`src/rtl/diff_demo_pkg.sv`:
```
// Shared definitions for the dual-mode multiplier datapath.
//
// Contents:
//   PSUM_WIDTH       width of the accumulated partial sum (24)
//   mac_seq_state_e  job sequencer states (IDLE -> RUN -> DRAIN -> OUT)
package diff_demo_pkg;

    localparam int PSUM_WIDTH = 24;

    typedef enum logic [1:0] {
        MS_IDLE,
        MS_RUN,
        MS_DRAIN,
        MS_OUT
    } mac_seq_state_e;

endpackage

```
`src/rtl/dual_mode_mult.sv`:
```
// Dual-mode unsigned multiplier, purely combinational.
//
// Ports:
//   mode  in   0: one 8b x 8b product; 1: two lanes a[7:4]*b and a[3:0]*b
//   a     in   operand a (unsigned, 8 bits)
//   b     in   operand b (unsigned, 8 bits)
//   prod  out  PSUM_WIDTH bits. Mode 0: zero-extended 16-bit product.
//              Mode 1: {upper lane product, lower lane product}, each
//              PSUM_WIDTH/2 bits wide.
module dual_mode_mult
    import diff_demo_pkg::*;
(
    input  logic                  mode,
    input  logic [7:0]            a,
    input  logic [7:0]            b,
    output logic [PSUM_WIDTH-1:0] prod
);

    localparam int HALF = PSUM_WIDTH / 2;

    logic [PSUM_WIDTH-1:0] full_prod;
    logic [HALF-1:0]       hi_prod;
    logic [HALF-1:0]       lo_prod;

    assign full_prod = PSUM_WIDTH'(a) * PSUM_WIDTH'(b);
    assign hi_prod   = HALF'(a[7:4]) * HALF'(b);
    assign lo_prod   = HALF'(a[3:0]) * HALF'(b);

    // Each lane is laid out exactly on its accumulator half.
    assign prod = mode ? {hi_prod, lo_prod} : full_prod;

endmodule

```
`src/rtl/psum_lane_acc.sv`:
```
// One lane of the partial-sum accumulator.
//
// Two of these are chained: the lower lane's carry_out feeds the upper
// lane's carry_in when a single full-width add is wanted.
//
// Build option: MAC_SEQ_SAT_EN adds a 'clamp' input that forces the lane to
// all-ones instead of taking the wrapped sum. Without it, the lane wraps.
//
// Ports:
//   clk, rst_n  clock and async active-low reset
//   clr         load zero (start of a new job), has priority over en
//   en          accumulate addend + carry_in this cycle
//   addend      value to add
//   carry_in    carry from the lane below (0 when lanes are independent)
//   clamp       (MAC_SEQ_SAT_EN only) saturate to all-ones instead
//   carry_out   carry out of this lane's add, combinational
//   acc         registered lane value
module psum_lane_acc #(
    parameter int W = 12
) (
    input  logic         clk,
    input  logic         rst_n,
    input  logic         clr,
    input  logic         en,
    input  logic [W-1:0] addend,
    input  logic         carry_in,
`ifdef MAC_SEQ_SAT_EN
    input  logic         clamp,
`endif
    output logic         carry_out,
    output logic [W-1:0] acc
);

    logic [W-1:0] acc_q;
    logic [W-1:0] acc_d;
    logic [W:0]   sum;

    // One extra bit captures the carry for chaining and saturation.
    always_comb begin
        sum   = {1'b0, acc_q} + {1'b0, addend} + {{W{1'b0}}, carry_in};
        acc_d = acc_q;
        if (clr) begin
            acc_d = '0;
        end else if (en) begin
`ifdef MAC_SEQ_SAT_EN
            acc_d = clamp ? {W{1'b1}} : sum[W-1:0];
`else
            acc_d = sum[W-1:0];
`endif
        end
    end

    always_ff @(posedge clk or negedge rst_n) begin
        if (!rst_n) begin
            acc_q <= '0;
        end else begin
            acc_q <= acc_d;
        end
    end

    assign carry_out = sum[W];
    assign acc       = acc_q;

endmodule

```
`src/rtl/mac_seq_ctrl.sv`:
```
// Job-level sequencer for the dual-mode 8b / 2x4b multiplier.
//
// Accepts a job (mode, length), streams that many operand pairs through one
// multiplier, accumulates the products and hands back one partial sum.
//
// Ports:
//   clk, rst_n               clock, async active-low reset
//   cfg_valid/cfg_ready      job request handshake (ready only in IDLE)
//   cfg_mode, cfg_len        job mode (0: 8x8, 1: two 4x8 lanes) and beat count
//   op_valid/op_ready        operand beat handshake (ready only in RUN)
//   op_a, op_b               unsigned operands
//   psum_valid/psum_ready    result handshake (valid only in OUT)
//   psum                     accumulated result, straight from the accumulator
//   busy                     sequencer is not idle
//
// Build option: MAC_SEQ_SAT_EN makes every accumulation saturate (full width
// in mode 0, per lane in mode 1) instead of wrapping.
module mac_seq_ctrl
    import diff_demo_pkg::*;
#(
    parameter int LEN_W = 8
) (
    input  logic                  clk,
    input  logic                  rst_n,
    input  logic                  cfg_valid,
    output logic                  cfg_ready,
    input  logic                  cfg_mode,
    input  logic [LEN_W-1:0]      cfg_len,
    input  logic                  op_valid,
    output logic                  op_ready,
    input  logic [7:0]            op_a,
    input  logic [7:0]            op_b,
    output logic                  psum_valid,
    input  logic                  psum_ready,
    output logic [PSUM_WIDTH-1:0] psum,
    output logic                  busy
);

    localparam int LANE_W = PSUM_WIDTH / 2;

    mac_seq_state_e   state_q, state_d;
    logic             mode_q, mode_d;
    logic [LEN_W-1:0] len_q, len_d;
    logic [LEN_W-1:0] count_q, count_d;
    logic             s1_valid_q, s1_valid_d;
    logic [7:0]       a_q, a_d;
    logic [7:0]       b_q, b_d;

    logic                  acc_clr;
    logic [PSUM_WIDTH-1:0] prod;
    logic [LANE_W-1:0]     acc_lo;
    logic [LANE_W-1:0]     acc_hi;
    logic                  carry_lo;
    logic                  chain_in;

    always_ff @(posedge clk or negedge rst_n) begin
        if (!rst_n) begin
            state_q    <= MS_IDLE;
            mode_q     <= 1'b0;
            len_q      <= '0;
            count_q    <= '0;
            s1_valid_q <= 1'b0;
            a_q        <= '0;
            b_q        <= '0;
        end else begin
            state_q    <= state_d;
            mode_q     <= mode_d;
            len_q      <= len_d;
            count_q    <= count_d;
            s1_valid_q <= s1_valid_d;
            a_q        <= a_d;
            b_q        <= b_d;
        end
    end

    // Stage 1 valid is a one-cycle pulse per accepted beat; the accumulator
    // adds on the edge after the beat lands, which is why DRAIN exists.
    always_comb begin
        state_d    = state_q;
        mode_d     = mode_q;
        len_d      = len_q;
        count_d    = count_q;
        s1_valid_d = 1'b0;
        a_d        = a_q;
        b_d        = b_q;
        acc_clr    = 1'b0;
        cfg_ready  = 1'b0;
        op_ready   = 1'b0;
        psum_valid = 1'b0;

        case (state_q)
            MS_IDLE: begin
                cfg_ready = 1'b1;
                if (cfg_valid) begin
                    mode_d  = cfg_mode;
                    len_d   = cfg_len;
                    count_d = '0;
                    acc_clr = 1'b1;
                    state_d = (cfg_len == '0) ? MS_OUT : MS_RUN;
                end
            end
            MS_RUN: begin
                op_ready = 1'b1;
                if (op_valid) begin
                    a_d        = op_a;
                    b_d        = op_b;
                    s1_valid_d = 1'b1;
                    count_d    = count_q + LEN_W'(1);
                    if (count_q == len_q - LEN_W'(1)) begin
                        state_d = MS_DRAIN;
                    end
                end
            end
            MS_DRAIN: begin
                state_d = MS_OUT;
            end
            MS_OUT: begin
                psum_valid = 1'b1;
                if (psum_ready) begin
                    state_d = MS_IDLE;
                end
            end
            default: begin
                state_d = MS_IDLE;
            end
        endcase
    end

    dual_mode_mult u_mult (
        .mode (mode_q),
        .a    (a_q),
        .b    (b_q),
        .prod (prod)
    );

    // Mode 0 lets the lower lane's carry ripple into the upper lane so the
    // pair acts as one full-width adder; mode 1 cuts the chain.
    assign chain_in = ~mode_q & carry_lo;

`ifdef MAC_SEQ_SAT_EN
    logic carry_hi;
    logic clamp_lo;

    // A full-width overflow shows up as the upper lane's carry, so in mode 0
    // both halves clamp together on it.
    assign clamp_lo = mode_q ? carry_lo : carry_hi;

    psum_lane_acc #(.W(LANE_W)) u_lane_lo (
        .clk       (clk),
        .rst_n     (rst_n),
        .clr       (acc_clr),
        .en        (s1_valid_q),
        .addend    (prod[LANE_W-1:0]),
        .carry_in  (1'b0),
        .clamp     (clamp_lo),
        .carry_out (carry_lo),
        .acc       (acc_lo)
    );

    psum_lane_acc #(.W(LANE_W)) u_lane_hi (
        .clk       (clk),
        .rst_n     (rst_n),
        .clr       (acc_clr),
        .en        (s1_valid_q),
        .addend    (prod[PSUM_WIDTH-1:LANE_W]),
        .carry_in  (chain_in),
        .clamp     (carry_hi),
        .carry_out (carry_hi),
        .acc       (acc_hi)
    );
`else
    logic unused_carry_hi;

    psum_lane_acc #(.W(LANE_W)) u_lane_lo (
        .clk       (clk),
        .rst_n     (rst_n),
        .clr       (acc_clr),
        .en        (s1_valid_q),
        .addend    (prod[LANE_W-1:0]),
        .carry_in  (1'b0),
        .carry_out (carry_lo),
        .acc       (acc_lo)
    );

    psum_lane_acc #(.W(LANE_W)) u_lane_hi (
        .clk       (clk),
        .rst_n     (rst_n),
        .clr       (acc_clr),
        .en        (s1_valid_q),
        .addend    (prod[PSUM_WIDTH-1:LANE_W]),
        .carry_in  (chain_in),
        .carry_out (unused_carry_hi),
        .acc       (acc_hi)
    );
`endif

    assign psum = {acc_hi, acc_lo};
    assign busy = (state_q != MS_IDLE);

endmodule

```
`config.mk`:
```
export PLATFORM = sky130hd
export DESIGN_NAME = mac_seq_ctrl
export DESIGN_NICKNAME = d
export VERILOG_FILES = /design/src/rtl/diff_demo_pkg.sv /design/src/rtl/dual_mode_mult.sv /design/src/rtl/psum_lane_acc.sv /design/src/rtl/mac_seq_ctrl.sv
export SDC_FILE = /design/constraint.sdc
export NUM_CORES = 1
export LEC_CHECK = 0
export ABC_AREA = 1
export ABC_CLOCK_PERIOD_IN_PS = 7350
export CORE_UTILIZATION = 45
export DETAILED_ROUTE_END_ITERATION = 6
export PLACE_DENSITY_LB_ADDON = 0.3
export SETUP_SLACK_MARGIN = 0.3
export SLEW_MARGIN = 25
export SYNTH_ARGS = -nofsm -noshare
export SYNTH_HDL_FRONTEND = slang
export SYNTH_SLANG_ARGS = --single-unit
```
`constraint.sdc`:
```
create_clock -name clk -period 7.35 [get_ports clk]
set_input_delay 1.47 -clock clk [delete_from_list [all_inputs] [get_ports clk]]
set_output_delay 1.47 -clock clk [all_outputs]
set_load 0.02 [all_outputs]
```
==> results by group, run 1 <==
Final layout
  • Layout fillers: 1595
  • Area Overhead vs Synth: 14.0%
  • Layout cells sized above 1: 0.0393
  • Nets: 1272
  • Area occupied by multi-input gates: 0.00514 mm²
  • Most frequent cells in the layout: nand2_1, inv_1, ha_1
  • Storage element area: approximately 0.0015 mm²
  • Antenna cells: 0
  • Commonest non-fill, non-tap cell in the layout: nand2_1

Floorplanning
  • Die Span Y: ~130 µm
  • Initial core utilization: 0.468
  • Ports: 58
  • Die ar.: 0.0173 mm²
  • Total core area: 0.0161 mm²
  • Die Wd: 131 µm
  • Row cnt: 46

Logic synthesis
  • Post-Syn Nets: 1228
  • Synth async-reset ratio: 1.00
  • EDFF count, synth: 0
  • Number of synthesized register bits: 60
  • Post-Syn Area: between 0.007 and 0.008 mm²
  • Seq/Total Area, Yosys: 0.199
  • Ys Warns: 0
  • Post-Syn Instances: 1046
  • Syn Area/Cell: 7.20 µm²
  • Library cells used by synthesis: 42
  • Primary FF master, synth: dfrtp_1

Placement
  • Port bufs: 57
  • HPWL Detailed: 14000 µm
  • Routability congestion estimate: about 0.9

Critical path
  • Worst path slowest cell: fa_1
  • Reg2reg path depth: 35
  • Family with the most delay on the worst path: adder cells
  • Max stage delay on crit path: approximately 0.54 ns
  • Critical Path AT: 6.83 ns
  • Worst Setup End Kind: flop
  • Bufs and invs on worst path: 8
  • Crit Path Category: flop to flop
  • Req. time, crit path: 7.58 ns
  • RR Startpoint: b_q[3]
  • Crit path max fanout: 10
  • CP Launch Type: flop
  • R2R setup slack: ~0.75 ns
  • Reg2Reg Capture Point: u_lane_hi.acc[6]

Drt
  • Routed WL: 17000 µm
  • Mean routed wirelength per cell: around 13 µm
  • Length of routed met2 wiring: 8470 µm
  • Pre-antenna DRT Iters: 4
  • Post-route ant nets: 0
  • Detailed-route via count: around 6400
  • Max layer used: met4
  • Met3 WL post-DR: 480 µm
  • DRT met1 WL: 7700 µm
  • Via density: slightly below 5
  • Post-route DRC: 0
  • Initial drt markers: 332

Job
  • Max-Cap Viols: 0

STA
  • Period utilisation layout: 0.898
  • Final hold violation count: 0
  • Slew headroom: 0.473
  • Slew Viols, Final: 0
  • Setup TNS: 0 ns
  • Crit path time final: 6.60 ns
  • Tightest Pin Transition: 0.791 ns
  • Final setup fails: 0
  • Maximum clock rate: about 0.15 GHz
  • RSZ-0062 raised after global routing: no
  • Clk_skew: 0.00462 ns

Clock tree
  • Root buf cell: clkbuf_16
  • Worst-Skew Late Latency: 0.34 ns
  • Maximum clock insertion buffer count: 2
  • Clk sinks: 60
  • TritonCTS clock tree: yes
  • Clk pin slew, worst setup/hold paths: ~0.05 ns
  • Number of setup buffers added after CTS: 0
  • CTS buffer count: 9
  • H-tree depth: 3

Global route
  • Largest net degree at the start of global routing: between 60 and 70
  • Gr ovfl total: 0
  • Number of global-route vias before repair: 6550
  • First-pass GRT wire length: 30600 µm
  • Initial antenna violation count: 0
  • GRT Util Overall: 0.219

Outcome
  • Status: finished clean

Worst hold path
  • Worst Hold End: len_q[7]
  • Hold/Removal Path Class: flop to flop
  • Hold path startpoint: len_q[7]
  • Hold depth: 2
flip-flops by register name, summed over array words and instances (netlist names):
name	cells
a_q	8
b_q	8
count_q	8
len_q	8
mode_q	1
s1_valid_q	1
state_q	2
u_lane_hi.acc	12
u_lane_lo.acc	12
synthesized netlist by cell type (4+ instances only):
library cell / instances / area [µm²]
buf_2: 4 / 20.0
fa_1: 55 / 1100
nand4_1: 10 / 62.6
nor3_1: 5 / 25.0
o21ai_1: 8 / 40.0
o21a_1: 4 / 30.0
nor3b_1: 4 / 30.0
a31oi_1: 4 / 25.0
o21bai_1: 8 / 60.1
dfrtp_1: 60 / 1500
o21ai_0: 45 / 225
nor2_1: 50 / 188
xor2_1: 16 / 140
xnor2_1: 10 / 87.6
clkbuf_1: 22 / 82.6
ha_1: 97 / 1210
nand2_1: 294 / 1100
nand3_1: 45 / 225
a21oi_1: 60 / 300
inv_1: 209 / 785
kinds of logic after synthesis:
| group | share of synthesized area |
|---|---|
| DFF | 0.199 |
| and+or+nand+nor | 0.232 |
| buffers and inverters | 0.121 |
| adders and majority gates | 0.307 |
| xor gates and xnor gates | 0.0332 |
| AOI/OAI and AO/OA | 0.107 |
through the flow:
stage          worst slack (ns)  hold slack [ns]  instances   util  cell area [µm²]
2_1_floorplan             0.958            0.468       1046      -             7530
3_3_place_gp              0.715            0.483       1295  0.514             8290
3_5_place_dp              0.561            0.492       1295  0.514             8290
4_1_cts                   0.569            0.507       1310  0.532             8570
5_1_grt                   0.316            0.546       1310  0.533             8590
6_report                  0.746            0.503       1310  0.533             8590
cell type report:
type	instances	share of cell area
clock buffer	10	0.0266
clock inverter	5	0.00626
inverter	214	0.0935
multi-input combinational	745	0.598
sequential	60	0.176
tap	216	0.0315
timing repair buffer	60	0.0684
layer usage:
layer,track usage,up-vias
met5,0,-
met3,0.0289,24
li1,-,3363
met2,0.389,96
met1,0.272,2961
met4,0.0736,0
worst min-delay path, stage by stage, from the launching register on:
cell and delay (ns):
dfrtp_1 0.35, nand2_1 0.06, nand2_1 0.06
worst max-delay path by stage:
stage          startpoint               end  slack (ns)  depth (start not counted)
2_1_floorplan      b_q[6]  u_lane_hi.acc[6]        0.96                         36
3_3_place_gp       a_q[1]  u_lane_hi.acc[6]        0.71                         35
3_5_place_dp       a_q[1]  u_lane_hi.acc[6]        0.56                         35
4_1_cts            a_q[1]  u_lane_hi.acc[6]        0.57                         35
5_1_grt            b_q[3]  u_lane_hi.acc[6]        0.32                         35
6_report           b_q[3]  u_lane_hi.acc[6]        0.75                         35
timing repair:
item | 4_1_cts | 5_1_grt
hold buffers | 0 | 0
setup endpoints to repair | 0 | 2
hold endpoints to repair | 0 | 0
gates resized for setup | 0 | 11
Power of run 1 is left out: the tool's default activity adds up to more than one toggle a clock period on the data nets, which glitch-free logic cannot reach.
==> run 2, diff against run 1 <==
--- a/config.mk
+++ b/config.mk
@@ -7,7 +7,7 @@
 export LEC_CHECK = 0
 export ABC_AREA = 1
 export ABC_CLOCK_PERIOD_IN_PS = 7350
-export CORE_UTILIZATION = 45
+export CORE_UTILIZATION = 31
 export DETAILED_ROUTE_END_ITERATION = 6
 export PLACE_DENSITY_LB_ADDON = 0.3
 export SETUP_SLACK_MARGIN = 0.3
==> run 2 against run 1 <==
First-iteration DRC count fell by 21%. Via count rose by 1.6%. Non-clock buffer count rose by 1. Global-route usage fell by 5.5 points. Die area rose by 44%. Worst setup slack improved by 0.058 ns. Hold slack improved by 0.0082 ns. Cell area rose by 1.7%. Critical path type unchanged.
==> results by group, run 2 (synthesis gave the netlist of run 1 again) <==
Clock tree
  • Clk sinks: 60 (unchanged)
  • Root buf cell: clkbuf_16
  • H-tree depth: 3 (unchanged)
  • TritonCTS clock tree: yes
  • Clk pin slew, worst setup/hold paths: 0.07 ns (+0.02 ns)
  • CTS buffer count: 9 (unchanged)
  • CTS Hold Bufs: 0 (unchanged)
  • Worst-Skew Late Latency: 0.35 ns (about the same)
  • Maximum clock insertion buffer count: 2 (unchanged)

Floorplanning
  • Total core area: 0.0237 mm² (+47%)
  • Die ar.: 0.0249 mm² (+44%)
  • Die Span Y: 158 µm (+20%)
  • Die Wd: 158 µm (+20%)
  • Ports: 58 (unchanged)
  • Initial core utilization: 0.318 (-0.149)
  • Row cnt: 56 (+22%)

STA
  • Slew Viols, Final: 0 (unchanged)
  • Final setup fails: 0 (unchanged)
  • Period utilisation layout: 0.891 (-0.00789)
  • Crit path time final: 6.55 ns (-0.0580 ns)
  • Clk_skew: 0.00861 ns (+0.00400 ns)
  • Maximum clock rate: 0.153 GHz (+0.89%)
  • Slew headroom: 0.460 (-0.0124)
  • Tightest Pin Transition: 0.810 ns (+0.0187 ns)
  • Setup TNS: 0 ns (unchanged)
  • Final hold violation count: 0 (unchanged)
  • RSZ-0062 raised after global routing: no

Critical path
  • CP Launch Type: flop
  • RR Startpoint: b_q[3]
  • Max stage delay on crit path: 0.53 ns (about the same)
  • Critical Path AT: 6.78 ns (-0.05 ns)
  • Crit Path Category: flop to flop
  • Reg2reg path depth: 35 (unchanged)
  • R2R setup slack: 0.80 ns (+0.06 ns)
  • Worst Setup End Kind: flop
  • Req. time, crit path: 7.59 ns (about the same)
  • Family with the most delay on the worst path: adder cells
  • Crit path max fanout: 10 (unchanged)
  • Bufs and invs on worst path: 8 (unchanged)
  • Reg2Reg Capture Point: u_lane_hi.acc[6]
  • Worst path slowest cell: fa_1

Drt
  • Post-route DRC: 0 (unchanged)
  • Initial drt markers: 263 (-21%)
  • Via density: 4.62 (-6.0%)
  • Mean routed wirelength per cell: 13.2 µm (+1.5%)
  • Post-route ant nets: 0 (unchanged)
  • Pre-antenna DRT Iters: 5 (+1)
  • Detailed-route via count: 6544 (+1.6%)
  • Routed WL: 18600 µm (+9.6%)

Final layout
  • Nets: 1273 (+0.079%)
  • Layout cells sized above 1: 0.0447 (+0.00540)
  • Most frequent cells in the layout: nand2_1, inv_1, ha_1
  • Layout fillers: 2600 (+63%)
  • Antenna cells: 0 (unchanged)
  • Commonest non-fill, non-tap cell in the layout: nand2_1
  • Area Overhead vs Synth: 15.9%

Placement
  • Port bufs: 57 (unchanged)
  • HPWL Detailed: 15200 µm (+8.7%)
  • Routability congestion estimate: 0.874 (-2.5%)

Global route
  • Initial antenna violation count: 0 (unchanged)
  • Number of global-route vias before repair: 6750 (+3.1%)
  • GRT Util Overall: 0.164 (-0.0546)
  • Largest net degree at the start of global routing: 61 (unchanged)
  • Gr ovfl total: 0 (unchanged)
  • First-pass GRT wire length: 32000 µm (+4.4%)

Outcome
  • Status: finished clean

Worst hold path
  • Hold path startpoint: len_q[7]
  • Hold/Removal Path Class: flop to flop
  • Hold depth: 2 (unchanged)
  • Worst Hold End: len_q[7]

Job
  • Max-Cap Viols: 0 (unchanged)
-- run 2: metrics by stage --
| step | hold WS, ns | setup slack, ns | util | instances | area (µm²) |
|---|---|---|---|---|---|
| finish | 0.511 | 0.804 | 0.369 | 1415 | 8740 |
| global route | 0.558 | 0.304 | 0.369 | 1415 | 8740 |
| detailed placement | 0.497 | 0.523 | 0.355 | 1398 | 8420 |
| CTS | 0.515 | 0.515 | 0.367 | 1414 | 8700 |
| floorplan | 0.468 | 0.958 | - | 1046 | 7530 |
| global placement | 0.485 | 0.660 | 0.355 | 1398 | 8420 |
-- run 2: layout make-up --
| cell class | instances | area [µm²] | share of cell area |
|---|---|---|---|
| Sequential cell | 60 | 1510 | 0.173 |
| Tap cell | 319 | 399 | 0.0457 |
| Clock buffer | 9 | 225 | 0.0258 |
| Clock inverter | 7 | 60.1 | 0.00687 |
| Timing Repair Buffer | 61 | 596 | 0.0682 |
| Multi-Input combinational cell | 745 | 5140 | 0.588 |
| Inverter | 214 | 803 | 0.0920 |
-- run 2: how the worst max path moves through the flow --
stage / from / end / slack (ns) / cells past startpoint
2_1_floorplan: b_q[6] / u_lane_hi.acc[6] / 0.96 / 36
3_3_place_gp: a_q[1] / u_lane_hi.acc[6] / 0.66 / 35
3_5_place_dp: a_q[1] / u_lane_hi.acc[6] / 0.52 / 35
4_1_cts: a_q[1] / u_lane_hi.acc[6] / 0.52 / 35
5_1_grt: b_q[2] / u_lane_hi.acc[6] / 0.30 / 35
6_report: b_q[3] / u_lane_hi.acc[6] / 0.80 / 35
-- run 2: tightest hold or removal path, cell delays in order (launching register included) --
cell     delay [ns]
dfrtp_1        0.36
nand2_1        0.06
nand2_1        0.06
-- run 2: per-layer routing --
layer / global-route usage / wire length (µm)
met5: 0 / 0
met4: 0.0476 / 292
met3: 0.0211 / 400
met2: 0.296 / 9210
met1: 0.203 / 8710
-- run 2: timing repair --
action	in CTS	in global routing
setup buffers	0	1
hold endpoints to repair	0	0
resized for setup	0	16
endpoints found under the setup margin	0	3
Power of run 2 is left out for the same reason.
==> run 3, diff against run 2 <==
--- a/config.mk
+++ b/config.mk
@@ -6,7 +6,8 @@
 export NUM_CORES = 1
 export LEC_CHECK = 0
 export ABC_AREA = 1
-export ABC_CLOCK_PERIOD_IN_PS = 7350
+export ABC_CLOCK_PERIOD_IN_PS = 6900
+export CORE_MARGIN = 4
 export CORE_UTILIZATION = 31
 export DETAILED_ROUTE_END_ITERATION = 6
 export PLACE_DENSITY_LB_ADDON = 0.3
==> constraint.sdc (replaced) <==
create_clock -name clk -period 6.9 [get_ports clk]
set_input_delay 1.38 -clock clk [delete_from_list [all_inputs] [get_ports clk]]
set_output_delay 1.38 -clock clk [all_outputs]
set_load 0.02 [all_outputs]
==> run 3 against run 2 <==
Fmax increased by 4.9%. Highest routed layer unchanged. Non-clock buffer count increased by 23. First-iteration DRC count increased by 2.7%. Routed wire length increased by 2.7%.
==> results by group, run 3 (synthesis gave the netlist of run 1 again) <==
Outcome
  • Status: finished clean

Clock tree
  • Clk pin slew, worst setup/hold paths: 0.07 ns (about the same)
  • Root buf cell: clkbuf_16
  • Worst-Skew Late Latency: 0.35 ns (about the same)
  • CTS Hold Bufs: 0 (unchanged)
  • CTS buffer count: 9 (unchanged)
  • Maximum clock insertion buffer count: 2 (unchanged)
  • TritonCTS clock tree: yes
  • Clk sinks: 60 (unchanged)
  • H-tree depth: 3 (unchanged)

Critical path
  • Cell mode on critical path: inv_1
  • Req. time, crit path: 7.14 ns (-0.45 ns)
  • Family with the most delay on the worst path: adder cells
  • Max stage delay on crit path: 0.57 ns (+0.04 ns)
  • Critical Path AT: 6.48 ns (-0.30 ns)
  • CP Launch Type: flop
  • Worst Setup End Kind: flop
  • Crit path max fanout: 8 (-2)
  • Worst path slowest cell: fa_1
  • Crit Path Category: flop to flop
  • R2R setup slack: 0.66 ns (-0.14 ns)
  • Bufs and invs on worst path: 8 (unchanged)

Placement
  • Routability congestion estimate: 0.862 (-1.4%)
  • DP Cell Count: 1406 (+0.57%)
  • HPWL Detailed: 15200 µm (about the same)
  • Port bufs: 57 (unchanged)

STA
  • Clk_skew: 0.0109 ns (+0.00224 ns)
  • Tightest Pin Transition: 0.831 ns (+0.0210 ns)
  • Slew headroom: 0.446 (-0.0140)
  • Final hold violation count: 0 (unchanged)
  • Setup TNS: 0 ns (unchanged)
  • Crit path time final: 6.24 ns (-0.307 ns)
  • Maximum clock rate: 0.160 GHz (+4.9%)
  • Final setup fails: 0 (unchanged)
  • Period utilisation layout: 0.904 (+0.0136)
  • Slew Viols, Final: 0 (unchanged)
  • RSZ-0062 raised after global routing: no

Floorplanning
  • Ports: 58 (unchanged)
  • Initial core utilization: 0.318 (unchanged)
  • Die Wd: 164 µm (+3.8%)
  • Die Span Y: 164 µm (+3.8%)
  • Total core area: 0.0237 mm² (unchanged)
  • Die ar.: 0.0269 mm² (+7.7%)
  • Row cnt: 56 (unchanged)

Final layout
  • Nets: 1296 (+1.8%)
  • Most frequent cells in the layout: nand2_1, inv_1, ha_1
  • Layout fillers: 2532 (-2.6%)
  • Post-Layout Cell Count: 1438 (+1.6%)
  • Area Overhead vs Synth: 20.4%
  • Area occupied by multi-input gates: 0.00529 mm² (+3.0%)
  • Layout cells sized above 1: 0.0849 (+0.0402)
  • Storage element area: 0.00151 mm² (-0.41%)
  • Commonest non-fill, non-tap cell in the layout: nand2_1
  • Antenna cells: 0 (unchanged)

Job
  • Max-Cap Viols: 0 (unchanged)

Drt
  • Post-route ant nets: 0 (unchanged)
  • Post-route DRC: 0 (unchanged)
  • Pre-antenna DRT Iters: 5 (unchanged)
  • Detailed-route via count: 6599 (+0.84%)
  • Routed WL: 19100 µm (+2.7%)
  • Initial drt markers: 270 (+2.7%)
  • Via density: 4.59 (-0.77%)
  • Mean routed wirelength per cell: 13.3 µm (+1.0%)

Global route
  • Gr ovfl total: 0 (unchanged)
  • Largest net degree at the start of global routing: 61 (unchanged)
  • GRT Util Overall: 0.149 (-0.0149)
  • Number of global-route vias before repair: 6672 (-1.2%)
  • First-pass GRT wire length: 32300 µm (+0.97%)
  • Initial antenna violation count: 0 (unchanged)

Worst hold path
  • Hold/Removal Path Class: flop to flop
## run 3: area by class of cell
| cell class | count | area share |
|---|---|---|
| well taps | 319 | 0.0440 |
| clock inverters | 7 | 0.00634 |
| inverters | 214 | 0.0885 |
| flip-flops and latches | 60 | 0.166 |
| clock buffers | 9 | 0.0248 |
| multi-input cells | 745 | 0.583 |
| repair buffers | 84 | 0.0869 |
## run 3: worst register-to-register path, delay by kind of cell (launching register included)
| kind | cells | cell delay (ns) |
|---|---|---|
| adder cells (fa/ha/maj) | 8 | 3.43 |
| AND/OR/NAND/NOR | 10 | 1.01 |
| AO/OA/AOI/OAI | 6 | 0.69 |
| buffers and inverters | 8 | 0.65 |
| flip-flops | 1 | 0.37 |
## run 3: path summary, 6_finish.rpt
path,depth (start not counted),to,startpoint
worst min register to register,2,len_q[7],len_q[7]
worst max-delay path,32,u_lane_hi.acc[6],a_q[1]
max in group asynchronous,2,a_q[6],rst_n
min in group asynchronous,2,u_lane_hi.acc[10],rst_n
worst max register to register,32,u_lane_hi.acc[6],a_q[1]
worst min-delay path,2,len_q[7],len_q[7]
## run 3: through the flow
step / hold slack, ns / util / area [µm²] / setup WS [ns]
floorplan: 0.468 / - / 7530 / 0.508
global placement: 0.484 / 0.358 / 8480 / 0.309
detailed placement: 0.493 / 0.358 / 8480 / 0.147
CTS: 0.511 / 0.371 / 8780 / 0.309
global route: 0.539 / 0.383 / 9070 / 0.290
finish: 0.504 / 0.383 / 9070 / 0.661
## run 3: routing by layer
layer	up-vias	share of wire	global-route usage
met5	-	0	0
met4	0	0.013	0.0351
li1	3412	-	-
met3	18	0.034	0.0231
met2	97	0.51	0.269
met1	3072	0.45	0.187
## run 3: what timing repair did
| item | CTS | global route |
|---|---|---|
| buffers inserted | 0 | 16 |
| resized for setup | 6 | 42 |
| endpoints found under the setup margin | 2 | 8 |
| endpoints found under the hold margin | 0 | 0 |
| pin swaps | 0 | 20 |
Power of run 3 is left out for the same reason.
